==> src/rtl/neuron_integration_sequencer_pkg.sv <==
// Shared types and helpers for the neuron integration sequencer.
package ranc_neuron_pkg;

  localparam int AXON_TYPE_WIDTH = 2;

  typedef enum logic [2:0] {
    S_IDLE   = 3'd0,
    S_FETCH  = 3'd1,
    S_INTEG  = 3'd2,
    S_DONE   = 3'd3,
    S_FINISH = 3'd4
  } seq_state_e;

  // Counter width able to index 0..n-1; never narrower than one bit.
  function automatic int cnt_width(input int n);
    return (n > 1) ? $clog2(n) : 1;
  endfunction

endpackage

==> src/rtl/neuron_integration_sequencer_if.sv <==
// Core-SRAM read port and integrator control bundle.
interface neuron_integration_sequencer_if #(
  parameter int NUM_NEURONS  = 256,
  parameter int NUM_AXONS    = 256,
  parameter int NUM_WEIGHTS  = 4,
  parameter int WEIGHT_WIDTH = 9
) ();
  import ranc_neuron_pkg::*;

  logic [cnt_width(NUM_NEURONS)-1:0]     csram_addr;
  logic [NUM_AXONS-1:0]                  csram_synapses;
  logic [NUM_WEIGHTS*WEIGHT_WIDTH-1:0]   csram_weights;
  logic [WEIGHT_WIDTH-1:0]               weight;
  logic                                  next_neuron;
  logic                                  integrator_reg_en;
  logic                                  neuron_done;

  // Sequencer side: addresses the SRAM and drives the integrator.
  modport master (
    output csram_addr, weight, next_neuron, integrator_reg_en, neuron_done,
    input  csram_synapses, csram_weights
  );

  // SRAM / integrator side.
  modport slave (
    input  csram_addr, weight, next_neuron, integrator_reg_en, neuron_done,
    output csram_synapses, csram_weights
  );

endinterface

==> src/rtl/neuron_integration_sequencer_weight_select.sv <==
// Combinational weight pick for the current axon: spike AND synapse gate,
// then the axon type chooses one of the neuron's weights.
module weight_select import ranc_neuron_pkg::*; #(
  parameter int NUM_AXONS    = 256,
  parameter int NUM_WEIGHTS  = 4,
  parameter int WEIGHT_WIDTH = 9,
  parameter int AXON_CNT_W   = cnt_width(NUM_AXONS)
) (
  input  logic [AXON_CNT_W-1:0]               axon_idx_i,
  input  logic [NUM_AXONS-1:0]                spikes_i,
  input  logic [NUM_AXONS-1:0]                synapses_i,
  input  logic [AXON_TYPE_WIDTH*NUM_AXONS-1:0] types_i,
  input  logic [NUM_WEIGHTS*WEIGHT_WIDTH-1:0] weights_i,
  output logic [WEIGHT_WIDTH-1:0]             weight_o
);

  logic [AXON_TYPE_WIDTH-1:0] sel_type;

  // Gate on spike & connection; out-of-range types fall back to weight 0.
  always_comb begin
    weight_o = '0;
    sel_type = types_i[AXON_TYPE_WIDTH*axon_idx_i +: AXON_TYPE_WIDTH];
    if (spikes_i[axon_idx_i] && synapses_i[axon_idx_i]) begin
      if (int'(sel_type) < NUM_WEIGHTS) begin
        weight_o = weights_i[int'(sel_type)*WEIGHT_WIDTH +: WEIGHT_WIDTH];
      end else begin
        weight_o = weights_i[0 +: WEIGHT_WIDTH];
      end
    end
  end

endmodule

==> src/rtl/neuron_integration_sequencer.sv <==
// Per-tick walk over all neurons and axons feeding the integrator.
//
//  state  | meaning
//  IDLE   | waiting for tick, busy low
//  FETCH  | csram row for neuron_cnt being read (1 cycle)
//  INTEG  | one axon per cycle, integrator enabled
//  DONE   | neuron_done pulse, potential final for csram_addr
//  FINISH | tick_done pulse, busy drops next cycle
module neuron_integration_sequencer import ranc_neuron_pkg::*; #(
  parameter int NUM_NEURONS  = 256,
  parameter int NUM_AXONS    = 256,
  parameter int NUM_WEIGHTS  = 4,
  parameter int WEIGHT_WIDTH = 9
) (
  input  logic                                  clk,
  input  logic                                  rst_n,
  input  logic                                  tick_i,
  input  logic [NUM_AXONS-1:0]                  axon_spikes_i,
  input  logic [AXON_TYPE_WIDTH*NUM_AXONS-1:0]  axon_types_i,
  output logic                                  busy_o,
  output logic                                  tick_done_o,
  output logic                                  err_overrun_o,
  neuron_integration_sequencer_if.master        bus
);

  localparam int NEURON_CNT_W = cnt_width(NUM_NEURONS);
  localparam int AXON_CNT_W   = cnt_width(NUM_AXONS);
  localparam logic [NEURON_CNT_W-1:0] LAST_NEURON = NEURON_CNT_W'(NUM_NEURONS - 1);
  localparam logic [AXON_CNT_W-1:0]   LAST_AXON   = AXON_CNT_W'(NUM_AXONS - 1);

  seq_state_e              state_q;
  logic [NEURON_CNT_W-1:0] neuron_cnt_q;
  logic [AXON_CNT_W-1:0]   axon_cnt_q;
  logic                    busy_q;
  logic                    tick_done_q;
  logic                    err_overrun_q;
  logic                    next_neuron_q;
  logic                    reg_en_q;
  logic                    neuron_done_q;
  logic [WEIGHT_WIDTH-1:0] sel_weight;

  weight_select #(
    .NUM_AXONS    (NUM_AXONS),
    .NUM_WEIGHTS  (NUM_WEIGHTS),
    .WEIGHT_WIDTH (WEIGHT_WIDTH),
    .AXON_CNT_W   (AXON_CNT_W)
  ) u_weight_select (
    .axon_idx_i (axon_cnt_q),
    .spikes_i   (axon_spikes_i),
    .synapses_i (bus.csram_synapses),
    .types_i    (axon_types_i),
    .weights_i  (bus.csram_weights),
    .weight_o   (sel_weight)
  );

  // Sequencing FSM with counters and registered control outputs.
  always_ff @(posedge clk or negedge rst_n) begin
    if (!rst_n) begin
      state_q       <= S_IDLE;
      neuron_cnt_q  <= '0;
      axon_cnt_q    <= '0;
      busy_q        <= 1'b0;
      tick_done_q   <= 1'b0;
      err_overrun_q <= 1'b0;
      next_neuron_q <= 1'b0;
      reg_en_q      <= 1'b0;
      neuron_done_q <= 1'b0;
    end else begin
      // Any tick outside IDLE (FINISH included) is dropped and flagged.
      if (tick_i && (state_q != S_IDLE)) begin
        err_overrun_q <= 1'b1;
      end
      case (state_q)
        S_IDLE: begin
          if (tick_i) begin
            state_q      <= S_FETCH;
            neuron_cnt_q <= '0;
            axon_cnt_q   <= '0;
            busy_q       <= 1'b1;
          end
        end
        S_FETCH: begin
          state_q       <= S_INTEG;
          axon_cnt_q    <= '0;
          reg_en_q      <= 1'b1;
          next_neuron_q <= 1'b1;
        end
        S_INTEG: begin
          next_neuron_q <= 1'b0;
          if (axon_cnt_q == LAST_AXON) begin
            state_q       <= S_DONE;
            reg_en_q      <= 1'b0;
            neuron_done_q <= 1'b1;
          end else begin
            axon_cnt_q <= axon_cnt_q + 1'b1;
          end
        end
        S_DONE: begin
          neuron_done_q <= 1'b0;
          if (neuron_cnt_q == LAST_NEURON) begin
            state_q     <= S_FINISH;
            tick_done_q <= 1'b1;
          end else begin
            state_q      <= S_FETCH;
            neuron_cnt_q <= neuron_cnt_q + 1'b1;
          end
        end
        S_FINISH: begin
          state_q     <= S_IDLE;
          tick_done_q <= 1'b0;
          busy_q      <= 1'b0;
        end
        default: begin
          state_q       <= S_IDLE;
          busy_q        <= 1'b0;
          tick_done_q   <= 1'b0;
          next_neuron_q <= 1'b0;
          reg_en_q      <= 1'b0;
          neuron_done_q <= 1'b0;
        end
      endcase
    end
  end

  // Weight only leaves the block while integrating.
  assign bus.weight            = (state_q == S_INTEG) ? sel_weight : '0;
  assign bus.csram_addr        = neuron_cnt_q;
  assign bus.next_neuron       = next_neuron_q;
  assign bus.integrator_reg_en = reg_en_q;
  assign bus.neuron_done       = neuron_done_q;
  assign busy_o                = busy_q;
  assign tick_done_o           = tick_done_q;
  assign err_overrun_o         = err_overrun_q;

endmodule

==> src/flat_wrapper.sv <==
// flat-port wrapper written by rule: the top's interface ports become plain ports
module neuron_integration_sequencer_flat import ranc_neuron_pkg::*;
#(
  parameter int NUM_NEURONS  = 256,
  parameter int NUM_AXONS    = 256,
  parameter int NUM_WEIGHTS  = 4,
  parameter int WEIGHT_WIDTH = 9
)
  (clk, rst_n, tick_i, axon_spikes_i, axon_types_i, busy_o, tick_done_o, err_overrun_o, bus_csram_addr, bus_weight, bus_next_neuron, bus_integrator_reg_en, bus_neuron_done, bus_csram_synapses, bus_csram_weights);
  neuron_integration_sequencer_if #(.NUM_NEURONS(NUM_NEURONS), .NUM_AXONS(NUM_AXONS), .NUM_WEIGHTS(NUM_WEIGHTS), .WEIGHT_WIDTH(WEIGHT_WIDTH)) bus_i ();
  input  logic clk;
  input  logic rst_n;
  input  logic tick_i;
  input  logic [NUM_AXONS-1:0] axon_spikes_i;
  input  logic [AXON_TYPE_WIDTH*NUM_AXONS-1:0] axon_types_i;
  output logic busy_o;
  output logic tick_done_o;
  output logic err_overrun_o;
  output wire logic [$bits(bus_i.csram_addr)-1:0] bus_csram_addr;
  output wire logic [$bits(bus_i.weight)-1:0] bus_weight;
  output wire logic [$bits(bus_i.next_neuron)-1:0] bus_next_neuron;
  output wire logic [$bits(bus_i.integrator_reg_en)-1:0] bus_integrator_reg_en;
  output wire logic [$bits(bus_i.neuron_done)-1:0] bus_neuron_done;
  input wire logic [$bits(bus_i.csram_synapses)-1:0] bus_csram_synapses;
  input wire logic [$bits(bus_i.csram_weights)-1:0] bus_csram_weights;
  assign bus_csram_addr = bus_i.csram_addr;
  assign bus_weight = bus_i.weight;
  assign bus_next_neuron = bus_i.next_neuron;
  assign bus_integrator_reg_en = bus_i.integrator_reg_en;
  assign bus_neuron_done = bus_i.neuron_done;
  assign bus_i.csram_synapses = bus_csram_synapses;
  assign bus_i.csram_weights = bus_csram_weights;
  neuron_integration_sequencer #(.NUM_NEURONS(NUM_NEURONS), .NUM_AXONS(NUM_AXONS), .NUM_WEIGHTS(NUM_WEIGHTS), .WEIGHT_WIDTH(WEIGHT_WIDTH)) u_core (.clk(clk), .rst_n(rst_n), .tick_i(tick_i), .axon_spikes_i(axon_spikes_i), .axon_types_i(axon_types_i), .busy_o(busy_o), .tick_done_o(tick_done_o), .err_overrun_o(err_overrun_o), .bus(bus_i));
endmodule
==> config.mk <==
export PLATFORM = sky130hd
export DESIGN_NAME = neuron_integration_sequencer_flat
export DESIGN_NICKNAME = d
export VERILOG_FILES = /design/src/rtl/neuron_integration_sequencer_pkg.sv /design/src/rtl/neuron_integration_sequencer_if.sv /design/src/rtl/neuron_integration_sequencer_weight_select.sv /design/src/rtl/neuron_integration_sequencer.sv /design/src/flat_wrapper.sv
export SDC_FILE = /design/constraint.sdc
export NUM_CORES = 1
export LEC_CHECK = 0
export CAP_MARGIN = 20
export CORE_AREA = 2 2 427 429
export CTS_CLUSTER_DIAMETER = 50
export DETAILED_ROUTE_END_ITERATION = 8
export DIE_AREA = 0 0 429 431
export GPL_ROUTABILITY_DRIVEN = 0
export GPL_TIMING_DRIVEN = 1
export PLACE_DENSITY_LB_ADDON = 0.2
export SLEW_MARGIN = 0
export SYNTH_ARGS = -nofsm -noshare
export SYNTH_HDL_FRONTEND = slang
export SYNTH_SLANG_ARGS = --single-unit
==> constraint.sdc <==
create_clock -name clk -period 4.3 [get_ports clk]
set_input_delay 0.645 -clock clk [delete_from_list [all_inputs] [get_ports clk]]
set_output_delay 0.645 -clock clk [all_outputs]
set_load 0.02 [all_outputs]
==> results of run 1 <==
[critical path, stage by stage, from the launching register on]
cell       delay (ns)
dfrtp_4          0.52
buf_12           0.16
buf_16           0.16
buf_12           0.16
buf_4            0.18
mux4_2           0.30
mux2_2           0.30
o221ai_1         0.20
o21ai_1          0.17
o2111ai_4        0.40
nand4_4          0.21
buf_12           0.19
buf_8            0.13
a221oi_4         0.32
buf_12           0.16
[routing by layer]
metal  up-vias  global-route usage  part of all wire
met3       172             0.04251             0.077
met1      7437              0.1810              0.40
li1       6868                   -                 -
met5         -                   0            0.0036
met4        80            0.006488            0.0070
met2       736              0.2747              0.51
[Yosys cell counts, drive strengths merged (25+ instances only)]
master    n
a21oi    42
a221oi   26
a22oi    37
buf      80
clkbuf   25
dfrtp    25
mux2i    59
mux4    114
nand2   189
nand3    88
nor2     41
o211ai   56
o21ai    80
[through the flow]
| stage | total power, mW | worst slack, ns |
|---|---|---|
| after detailed placement | 1.680 | -1.237 |
| after global routing | 2.014 | -0.3350 |
| after floorplan | 0.4593 | 0.8161 |
| after CTS | 1.931 | -0.3615 |
| after global placement | 1.677 | -1.268 |
| final | 1.925 | -0.2177 |
[power breakdown]
part | leakage [nW] | internal, mW | switching, mW
Combinational | 7.94 | 1.04 | 0.426
Sequential | 0.289 | 0.235 | 0.0000000000000000191
Clock | 0.0383 | 0.128 | 0.0988
[cell type report]
type,instances,share of cell area
Sequential cell,25,0.02516
Inverter,7,0.001032
Clock buffer,4,0.003096
Antenna cell,17,0.001671
Timing Repair Buffer,1337,0.5313
Multi-Input combinational cell,952,0.3213
Tap cell,2370,0.1165
[flip-flops by register name, indices dropped and copies added (netlist names)]
register	count
u_core.bus.csram_addr	8
u_core.err_overrun_o	1
u_core.bus.integrator_reg_en	1
u_core.bus.neuron_done	1
u_core.axon_cnt_q	8
u_core.busy_o	1
u_core.tick_done_o	1
u_core.state_q	3
u_core.bus.next_neuron	1
[cells by family after synthesis]
| kind of cell | after synthesis |
|---|---|
| xor gates and xnor gates | 6 |
| muxes | 192 |
| buffers and inverters | 112 |
| AOI/OAI and AO/OA | 323 |
| and+or+nand+nor | 429 |
| DFF | 25 |
| adders and majority gates | 2 |
[cells in the final DEF (no fill, tap or decap), types with 19 or more instances in the layout]
cell type / n
clkdlybuf4s50_1: 1075
nand2b_1: 19
buf_4: 190
o21ai_0: 72
mux4_2: 114
nand2_1: 189
dfrtp_1: 19
buf_12: 50
a22oi_1: 36
mux2i_1: 55
a21oi_1: 35
nand3_1: 86
nor2_1: 37
o211ai_1: 56
nand3b_1: 20
[worst paths after layout]
path / from / endpoint / depth (start not counted) / slack [ns]
max in group asynchronous: rst_n / u_core.axon_cnt_q[1]$_DFFE_PN0P_ / 1 / 3.32
min in group clk: u_core.busy_o$_DFFE_PN0P_ / u_core.busy_o$_DFFE_PN0P_ / 1 / 0.50
setup / recovery: u_core.axon_cnt_q[1]$_DFFE_PN0P_ / bus_weight[2] / 14 / -0.22
hold reg to reg: u_core.busy_o$_DFFE_PN0P_ / u_core.busy_o$_DFFE_PN0P_ / 1 / 0.50
hold / removal: rst_n / u_core.bus.csram_addr[6]$_DFFE_PN0P_ / 1 / 0.44
setup reg to reg: u_core.axon_cnt_q[2]$_DFFE_PN0P_ / u_core.axon_cnt_q[3]$_DFFE_PN0P_ / 11 / 1.60
[timing repair]
action	CTS	global route
pin swaps	10	25
endpoints found under the hold margin	0	0
setup buffers	11	16
setup endpoints to repair	9	9
resized for setup	74	50
cloned	4	1
==> results.py, run 1 <==
metrics = {
    "synthesis": {
        "synth_top_family_by_area": "multiplexers",
        "yosysSeqAreaShare": 0.06910,
        "synth_edf_count": 0,
        "synth_cells": 1089,
        "synth-xor-area-share": 0.005804,
        "synth.ff_latch_count": 25,
        "syn_area_per_cell_um2": 8.314,
        "synth_ff_type": "dfrtp_1",
        "async_reset_ff_frac": 1.000,
        "yosysTopAreaCell": "mux4_2",
        "yosysWarningCount": 0,
        "synth_simple_gate_area_frac": 0.2276,
        "syn_nets": 2154,
        "syn-cell-area_um2": 9054,
        "synth_compound_area_frac": 0.2517,
        "yosysUniqueCellTypes": 69,
        "synth_mux_area_frac": 0.3724,
        "yosys.area.top_type_share": 0.2836,
        "synthAdderAreaFrac": 0.002764,
        "synth.area.top_cells": "mux4_2 (28%), nand2_1 (7.8%), dfrtp_1 (6.9%), mux2i_1 (6.5%), nand3_1 (4.9%)",
    },
    "global_routing": {
        "grt_pass1_vias": 16140,
        "antenna_found_initial": 131,
        "overflow": 0,
        "grt_pass1_wl_um": 179200,
        "track_usage": 0.1501,
        "grt_max_degree": 59,
    },
    "placement": {
        "hpwl_um": 132300,
        "numPortBuffers": 1085,
        "placed_cells": 4661,
        "dpl_cell_area_um2": 24550,
    },
    "critical_path": {
        "cp-end-kind": "primary output",
        "path_class": "flip-flop to primary output",
        "required_ns": 3.65,
        "cp.arrival_ns": 3.87,
        "path_max_fanout": 12,
        "startpoint_type": "flip-flop",
    },
    "floorplanning": {
        "die_w_um": 429,
        "rows": 156,
        "dieArea_um2": 184900,
        "die_h_um": 431,
        "core_um2": 180200,
        "io_pins": 1086,
        "start_util": 0.05025,
    },
    "sta": {
        "hold_viol": 0,
        "worst_pin_slew_ns": 0.7476,
        "holdWs_ns": 0.4391,
        "period_share": 1.051,
        "skew_ns": 0.008015,
        "drv_slew": 0,
        "fin_tns_setup_ns": -1.598,
        "final-setup-viol-count": 9,
        "rsz0062_at_grt": "yes",
        "max_freq_mhz": 221.4,
        "relSlewSlack": 0.4998,
        "min_period_ns": 4.518,
        "layout_setup_ws_ns": -0.2177,
    },
    "routing": {
        "wl_um": 145100,
        "route.detailed.drc": 0,
        "ant_nets": 0,
        "post_drt_wl_per_cell_um": 30.80,
        "vias": 15290,
        "drt-vias-per-instance": 3.246,
        "dr.pass1.iters": 5,
        "dr.first_iter.drc_count": 922,
    },
    "layout": {
        "syn2layout_area_growth_pct": 181.2,
        "area.sequential_um2": 640.6,
        "final_cell_area_um2": 25460,
        "drive_above_1_share": 0.2047,
        "fin_util": 0.1413,
        "multi_input_area_um2": 8180,
        "nFillCells": 20530,
        "layout.nets": 3391,
        "finalNonFillerCells": 4712,
    },
    "power_and_ir_drop": {
        "power_density_nw_per_um2": 75.59,
        "p_leak_nw": 8.266,
        "peakVddDrop_mv": 0.1172,
    },
    "worst_hold_path": {
        "hp-class": "primary input to async pin",
    },
    "cts": {
        "clk_latency_ns": 0.27,
        "cts_inserted_buffers": 3,
        "clkTransAtPathRegs_ns": 0.08,
        "cts_tree": "done",
        "htree_num_levels": 1,
        "root_buffer": "clkbuf_16",
        "clkSinkCount": 25,
        "ctsLongestPathBuffers": 2,
        "postCtsHoldBufs": 0,
    },
    "run_status": {
        "outcome": "finished with violations",
        "violations": "negative setup slack",
    },
    "flow_run": {
        "maxCapViolCount": 0,
    },
}
(Power assumes the default switching activity.)
==> inputs of run 2 (changes only) <==
--- a/config.mk
+++ b/config.mk
@@ -11,7 +11,7 @@
 export DETAILED_ROUTE_END_ITERATION = 8
 export DIE_AREA = 0 0 429 431
 export GPL_ROUTABILITY_DRIVEN = 0
-export GPL_TIMING_DRIVEN = 1
+export GPL_TIMING_DRIVEN = 0
 export PLACE_DENSITY_LB_ADDON = 0.2
 export SLEW_MARGIN = 0
 export SYNTH_ARGS = -nofsm -noshare
==> run 2 against run 1 <==
  * The flow still finishes with violations (negative setup slack)
  * First-iteration DRC count is 32% higher
  * Sequential cell count unchanged
  * Critical path depth is 1 lower
  * Sequential power about the same
  * Sequential share of layout area hardly changed
  * Final cell count down 1.3%
==> results.py, run 2 (synthesized netlist as in run 1, its figures left out) <==
metrics = {
    "run_status": {
        "outcome": "finished with violations",
        "violations": "negative setup slack",
    },
    "floorplanning": {
        "rows": 156,
        "dieArea_um2": 184900,
        "die_w_um": 429,
        "die_h_um": 431,
        "core_um2": 180200,
        "start_util": 0.05025,
        "io_pins": 1086,
    },
    "layout": {
        "syn2layout_area_growth_pct": 178.7,
        "final_cell_mix": "clkdlybuf4s50_1 (1075), nand2_1 (182), mux4_2 (114)",
        "fin_util": 0.1401,
        "layout_commonest_cell": "clkdlybuf4s50_1",
        "finalNonFillerCells": 4652,
        "nFillCells": 20550,
        "final_cell_area_um2": 25240,
        "drive_above_1_share": 0.1853,
        "layout.nets": 3316,
    },
    "global_routing": {
        "grtUsageMet1": 0.2127,
        "grt_pass1_vias": 16460,
        "antenna_found_initial": 129,
        "use_met2": 0.3244,
        "grt_busiest_layer": "met2",
        "grt_max_degree": 17,
        "overflow": 0,
        "use_met3": 0.04877,
        "track_usage": 0.1808,
        "grt_pass1_wl_um": 209700,
    },
    "sta": {
        "relSlewSlack": 0.2628,
        "final-setup-viol-count": 9,
        "holdWs_ns": 0.5094,
        "period_share": 1.077,
        "skew_ns": 0.005356,
        "layout_setup_ws_ns": -0.3296,
        "drv_slew": 0,
        "worst_pin_slew_ns": 1.106,
        "max_freq_mhz": 216.0,
        "rsz0062_at_grt": "yes",
        "min_period_ns": 4.630,
        "hold_viol": 0,
        "fin_tns_setup_ns": -2.726,
    },
    "critical_path": {
        "reg2regPathDepth": 8,
        "ff2ff_setup_slack_ns": 1.12,
        "cp.arrival_ns": 3.98,
        "r2r-end": "u_core.axon_cnt_q[5]$_DFFE_PN0P_",
        "path_class": "flip-flop to primary output",
        "required_ns": 3.65,
        "startpoint_type": "flip-flop",
        "cp-end-kind": "primary output",
        "path_max_fanout": 10,
        "r2r-start": "u_core.axon_cnt_q[5]$_DFFE_PN0P_",
    },
    "cts": {
        "htree_num_levels": 1,
        "ctsLongestPathBuffers": 2,
        "clkTransAtPathRegs_ns": 0.08,
        "cts_tree": "done",
        "clk_latency_ns": 0.27,
        "clkSinkCount": 25,
        "cts_inserted_buffers": 3,
        "root_buffer": "clkbuf_16",
    },
    "routing": {
        "dr.first_iter.drc_count": 1219,
        "route.detailed.drc": 0,
        "drt-vias-per-instance": 3.403,
        "post_drt_wl_per_cell_um": 37.49,
        "ant_nets": 0,
        "dr.pass1.iters": 5,
        "wl_um": 174400,
        "vias": 15830,
    },
    "placement": {
        "placed_cells": 4559,
        "pre_cts_ws_ns": -2.650,
        "numPortBuffers": 1085,
        "dpl_cell_area_um2": 23100,
        "hpwl_um": 152600,
    },
    "power_and_ir_drop": {
        "power_density_nw_per_um2": 76.14,
        "p_clk_frac": 0.123,
        "p_leak_nw": 7.932,
        "peakVddDrop_mv": 0.1076,
        "power_switching_mw": 0.5458,
        "power.share.switching": 0.2841,
        "power_frac_seq": 0.122,
        "total_power_mw": 1.921,
        "internal-power_mw": 1.376,
        "comb_power_share": 0.755,
    },
    "worst_hold_path": {
        "hold_start": "u_core.busy_o$_DFFE_PN0P_",
        "hp-class": "flip-flop to flip-flop",
        "worstHoldEndpoint": "u_core.busy_o$_DFFE_PN0P_",
        "holdPathStages": 1,
    },
    "flow_run": {
        "maxCapViolCount": 0,
    },
}
run 2: cell count changes in the layout (fill, tap and decap cells not counted), sizes merged:
cell         delta
diode          +15
clkbuf         +20
clkinvlp        +1
dlygate4sd2     +1
buf            -97
run 2: power groups by stage:
stage | Sequential [mW] | Clock, mW | Combinational [mW]
3_5_place_dp | 0.240 | 0 | 1.41
3_3_place_gp | 0.240 | 0 | 1.40
2_1_floorplan | 0.240 | 0 | 0.220
6_report | 0.235 | 0.236 | 1.45
4_1_cts | 0.235 | 0.236 | 1.45
5_1_grt | 0.235 | 0.243 | 1.52
run 2: area by class of cell:
type,count,area [µm²],share of cell area
inverters,7,27.53,0.001091
well taps,2370,2965,0.1175
clock buffers,3,75.07,0.002975
clock inverters,1,7.507,0.0002975
plain buffers,102,1385,0.05488
repair buffers,1160,11700,0.4637
multi-input cells,952,8358,0.3312
flip-flops and latches,25,636.9,0.02524
diodes,32,80.08,0.003173
run 2: layer usage:
metal | vias to the layer above | share of wire
met5 | - | 0.0031
met4 | 90 | 0.022
met3 | 198 | 0.077
met2 | 887 | 0.51
met1 | 7907 | 0.39
li1 | 6749 | -
run 2: worst max path at each step:
stage | from | to | slack [ns]
after floorplan | u_core.axon_cnt_q[0]$_DFFE_PN0P_ | bus_weight[0] | 0.82
after global placement | u_core.axon_cnt_q[2]$_DFFE_PN0P_ | bus_weight[1] | -3.08
after detailed placement | u_core.axon_cnt_q[2]$_DFFE_PN0P_ | bus_weight[7] | -2.65
final | u_core.axon_cnt_q[2]$_DFFE_PN0P_ | bus_weight[1] | -0.33
after global routing | u_core.axon_cnt_q[0]$_DFFE_PN0P_ | bus_weight[1] | -0.39
after CTS | u_core.axon_cnt_q[0]$_DFFE_PN0P_ | bus_weight[1] | -0.39
run 2: what timing repair did:
action                                  CTS  global route
pin swaps                                26            30
gates cloned                              3             1
resized for setup                       345            51
endpoints found under the setup margin   14             9
setup buffers                            52             4
hold buffers                              0             0
run 2: worst max-delay path, stage by stage (launching register included):
cell and delay, ns:
dfrtp_4 0.57, buf_4 0.19, buf_4 0.15, nor2b_1 0.25, clkbuf_4 0.29, o21ai_4 0.10, a21oi_1 0.06, nor4_2 0.46
a41oi_1 0.10, mux4_2 0.62, o2111a_2 0.35, buf_12 0.16, a221oi_2 0.19, buf_4 0.20
==> inputs of run 3 (changes only) <==
--- a/config.mk
+++ b/config.mk
@@ -6,12 +6,12 @@
 export NUM_CORES = 1
 export LEC_CHECK = 0
 export CAP_MARGIN = 20
-export CORE_AREA = 2 2 427 429
+export CORE_AREA = 2 2 426 428
 export CTS_CLUSTER_DIAMETER = 50
 export DETAILED_ROUTE_END_ITERATION = 8
-export DIE_AREA = 0 0 429 431
+export DIE_AREA = 0 0 428 430
+export DONT_BUFFER_PORTS = 1
 export GPL_ROUTABILITY_DRIVEN = 0
-export GPL_TIMING_DRIVEN = 0
 export PLACE_DENSITY_LB_ADDON = 0.2
 export SLEW_MARGIN = 0
 export SYNTH_ARGS = -nofsm -noshare
==> run 3 against run 2 <==
  * The run still ends with negative setup slack left
  * Highest routed layer unchanged
  * Largest cell class is now multi-input gates
  * Critical path depth shrank 2
  * Critical path type unchanged
  * Wire length shrank 21%
  * Sequential share of layout area grew 1.9 points
  * First-iteration DRC count shrank 0.16%
  * Largest power group unchanged
  * Via count shrank 23%
  * Cell area shrank 43%
  * Die area shrank 0.46%
  * Sequential cell count is the same
  * Worst setup slack gained 0.21 ns
  * Worst hold slack lost 0.46 ns
==> results.py, run 3 (synthesized netlist as in run 1, its figures left out) <==
metrics = {
    "layout": {
        "fin_util": 0.08031,
        "final_cell_mix": "nand2_1 (189), buf_4 (122), mux4_2 (114)",
        "drive_above_1_share": 0.3540,
        "syn2layout_area_growth_pct": 59.45,
        "nFillCells": 20950,
        "layout_commonest_cell": "nand2_1",
        "finalNonFillerCells": 3642,
        "final_cell_area_um2": 14440,
        "layout.nets": 2244,
    },
    "global_routing": {
        "overflow": 0,
        "grt_pass1_vias": 11370,
        "track_usage": 0.1410,
        "grt_pass1_wl_um": 160700,
        "antenna_found_initial": 171,
        "grt_max_degree": 76,
    },
    "critical_path": {
        "required_ns": 3.65,
        "path_class": "flip-flop to primary output",
        "r2r-start": "u_core.axon_cnt_q[0]$_DFFE_PN0P_",
        "startpoint_type": "flip-flop",
        "ff2ff_setup_slack_ns": 1.26,
        "crit_start": "u_core.axon_cnt_q[0]$_DFFE_PN0P_",
        "cp.arrival_ns": 3.77,
        "path_max_fanout": 10,
        "cp-end-kind": "primary output",
    },
    "floorplanning": {
        "start_util": 0.05036,
        "die_w_um": 428,
        "die_h_um": 430,
        "io_pins": 1086,
        "core_um2": 179800,
        "dieArea_um2": 184000,
        "rows": 156,
    },
    "sta": {
        "relSlewSlack": 0.3321,
        "rsz0062_at_grt": "yes",
        "skew_ns": 0.002968,
        "holdWs_ns": 0.05121,
        "min_period_ns": 4.419,
        "hold_viol": 0,
        "drv_slew": 0,
        "max_freq_mhz": 226.3,
        "fin_tns_setup_ns": -0.7189,
        "period_share": 1.028,
        "layout_setup_ws_ns": -0.1188,
        "final-setup-viol-count": 9,
        "worst_pin_slew_ns": 0.9914,
    },
    "cts": {
        "ctsLongestPathBuffers": 2,
        "cts_tree": "done",
        "cts_inserted_buffers": 3,
        "clk_latency_ns": 0.28,
        "postCtsHoldBufs": 0,
        "root_buffer": "clkbuf_16",
        "clkSinkCount": 25,
        "htree_num_levels": 1,
        "clkTransAtPathRegs_ns": 0.08,
    },
    "power_and_ir_drop": {
        "internal-power_mw": 0.5539,
        "comb_power_share": 0.451,
        "peakVddDrop_mv": 0.1382,
        "power.share.switching": 0.3580,
        "p_clk_frac": 0.277,
        "power_switching_mw": 0.3089,
        "p_leak_nw": 3.756,
        "total_power_mw": 0.8628,
        "power_density_nw_per_um2": 59.77,
        "power_frac_seq": 0.272,
    },
    "routing": {
        "ant_nets": 0,
        "dr.first_iter.drc_count": 1217,
        "drt-vias-per-instance": 3.351,
        "dr.pass1.iters": 6,
        "routed-wl-met2_um": 66660,
        "wl_um": 137800,
        "top_layer": "met5",
        "route.detailed.drc": 0,
        "wl_met1_um": 51570,
        "post_drt_wl_per_cell_um": 37.82,
        "routed-wl-met3_um": 16400,
        "vias": 12200,
    },
    "worst_hold_path": {
        "hp-class": "primary input to async pin",
    },
    "run_status": {
        "outcome": "finished with violations",
        "violations": "negative setup slack",
    },
    "placement": {
        "placed_cells": 3483,
        "hpwl_um": 120700,
        "dpl_cell_area_um2": 12700,
        "numPortBuffers": 0,
        "pre_cts_ws_ns": -0.4708,
    },
    "flow_run": {
        "maxCapViolCount": 0,
    },
}
## run 3: cell count changes in the layout (fill, tap and decap cells not counted), sizes merged
| cell | previous run | this run |
|---|---|---|
| clkbuf | 25 | 5 |
| buf | 162 | 183 |
| clkdlybuf4s50 | 1075 | 0 |
| diode | 32 | 94 |
| bufbuf | 2 | 5 |
| dlygate4sd2 | 1 | 0 |
## run 3: cell type report
cell class | instances | area, µm² | share of cell area
Inverter | 7 | 27.53 | 0.001907
Tap cell | 2370 | 2965 | 0.2054
Multi-Input combinational cell | 952 | 8215 | 0.5691
Antenna cell | 94 | 235.2 | 0.01629
Sequential cell | 25 | 640.6 | 0.04438
Clock buffer | 3 | 75.07 | 0.005200
Clock inverter | 1 | 7.507 | 0.0005200
Timing Repair Buffer | 190 | 2270 | 0.1572
## run 3: worst paths after layout
| check | endpoint | depth (start not counted) |
|---|---|---|
| setup / recovery | bus_weight[2] | 11 |
| hold / removal | u_core.busy_o$_DFFE_PN0P_ | 0 |
| setup reg to reg | u_core.axon_cnt_q[0]$_DFFE_PN0P_ | 12 |
| hold reg to reg | u_core.axon_cnt_q[7]$_DFFE_PN0P_ | 1 |
| max in group asynchronous | u_core.axon_cnt_q[1]$_DFFE_PN0P_ | 0 |
| min in group clk | u_core.err_overrun_o$_DFFE_PN0P_ | 2 |
## run 3: per-layer routing
| layer | GRT usage | vias to the layer above |
|---|---|---|
| met4 | 0.01192 | 88 |
| met2 | 0.2421 | 1066 |
| met1 | 0.1561 | 6141 |
| met5 | 0.02680 | - |
| met3 | 0.07691 | 240 |
| li1 | - | 4669 |
## run 3: power by group through the flow
| stage | Sequential [mW] | Clock (mW) | Combinational, mW |
|---|---|---|---|
| final | 0.235 | 0.239 | 0.389 |
| after global routing | 0.235 | 0.251 | 0.417 |
| after CTS | 0.235 | 0.247 | 0.397 |
| after detailed placement | 0.240 | 0 | 0.359 |
| after global placement | 0.240 | 0 | 0.360 |
| after floorplan | 0.240 | 0 | 0.220 |
## run 3: worst max-delay path: stages, from the launching register on
cell,delay (ns)
dfrtp_4,0.52
buf_12,0.17
buf_16,0.15
nand3b_1,0.34
a32oi_2,0.31
a31oi_1,0.09
or2_1,0.30
mux4_2,0.60
o2111a_2,0.40
buf_12,0.17
a221oi_4,0.24
buf_6,0.17
## run 3: what timing repair did
| item | CTS | global route |
|---|---|---|
| pin swaps | 29 | 27 |
| setup buffers | 36 | 15 |
| cloned | 12 | 2 |
| setup endpoints to repair | 9 | 9 |
| hold endpoints to repair | 0 | 0 |
| resized for setup | 89 | 35 |
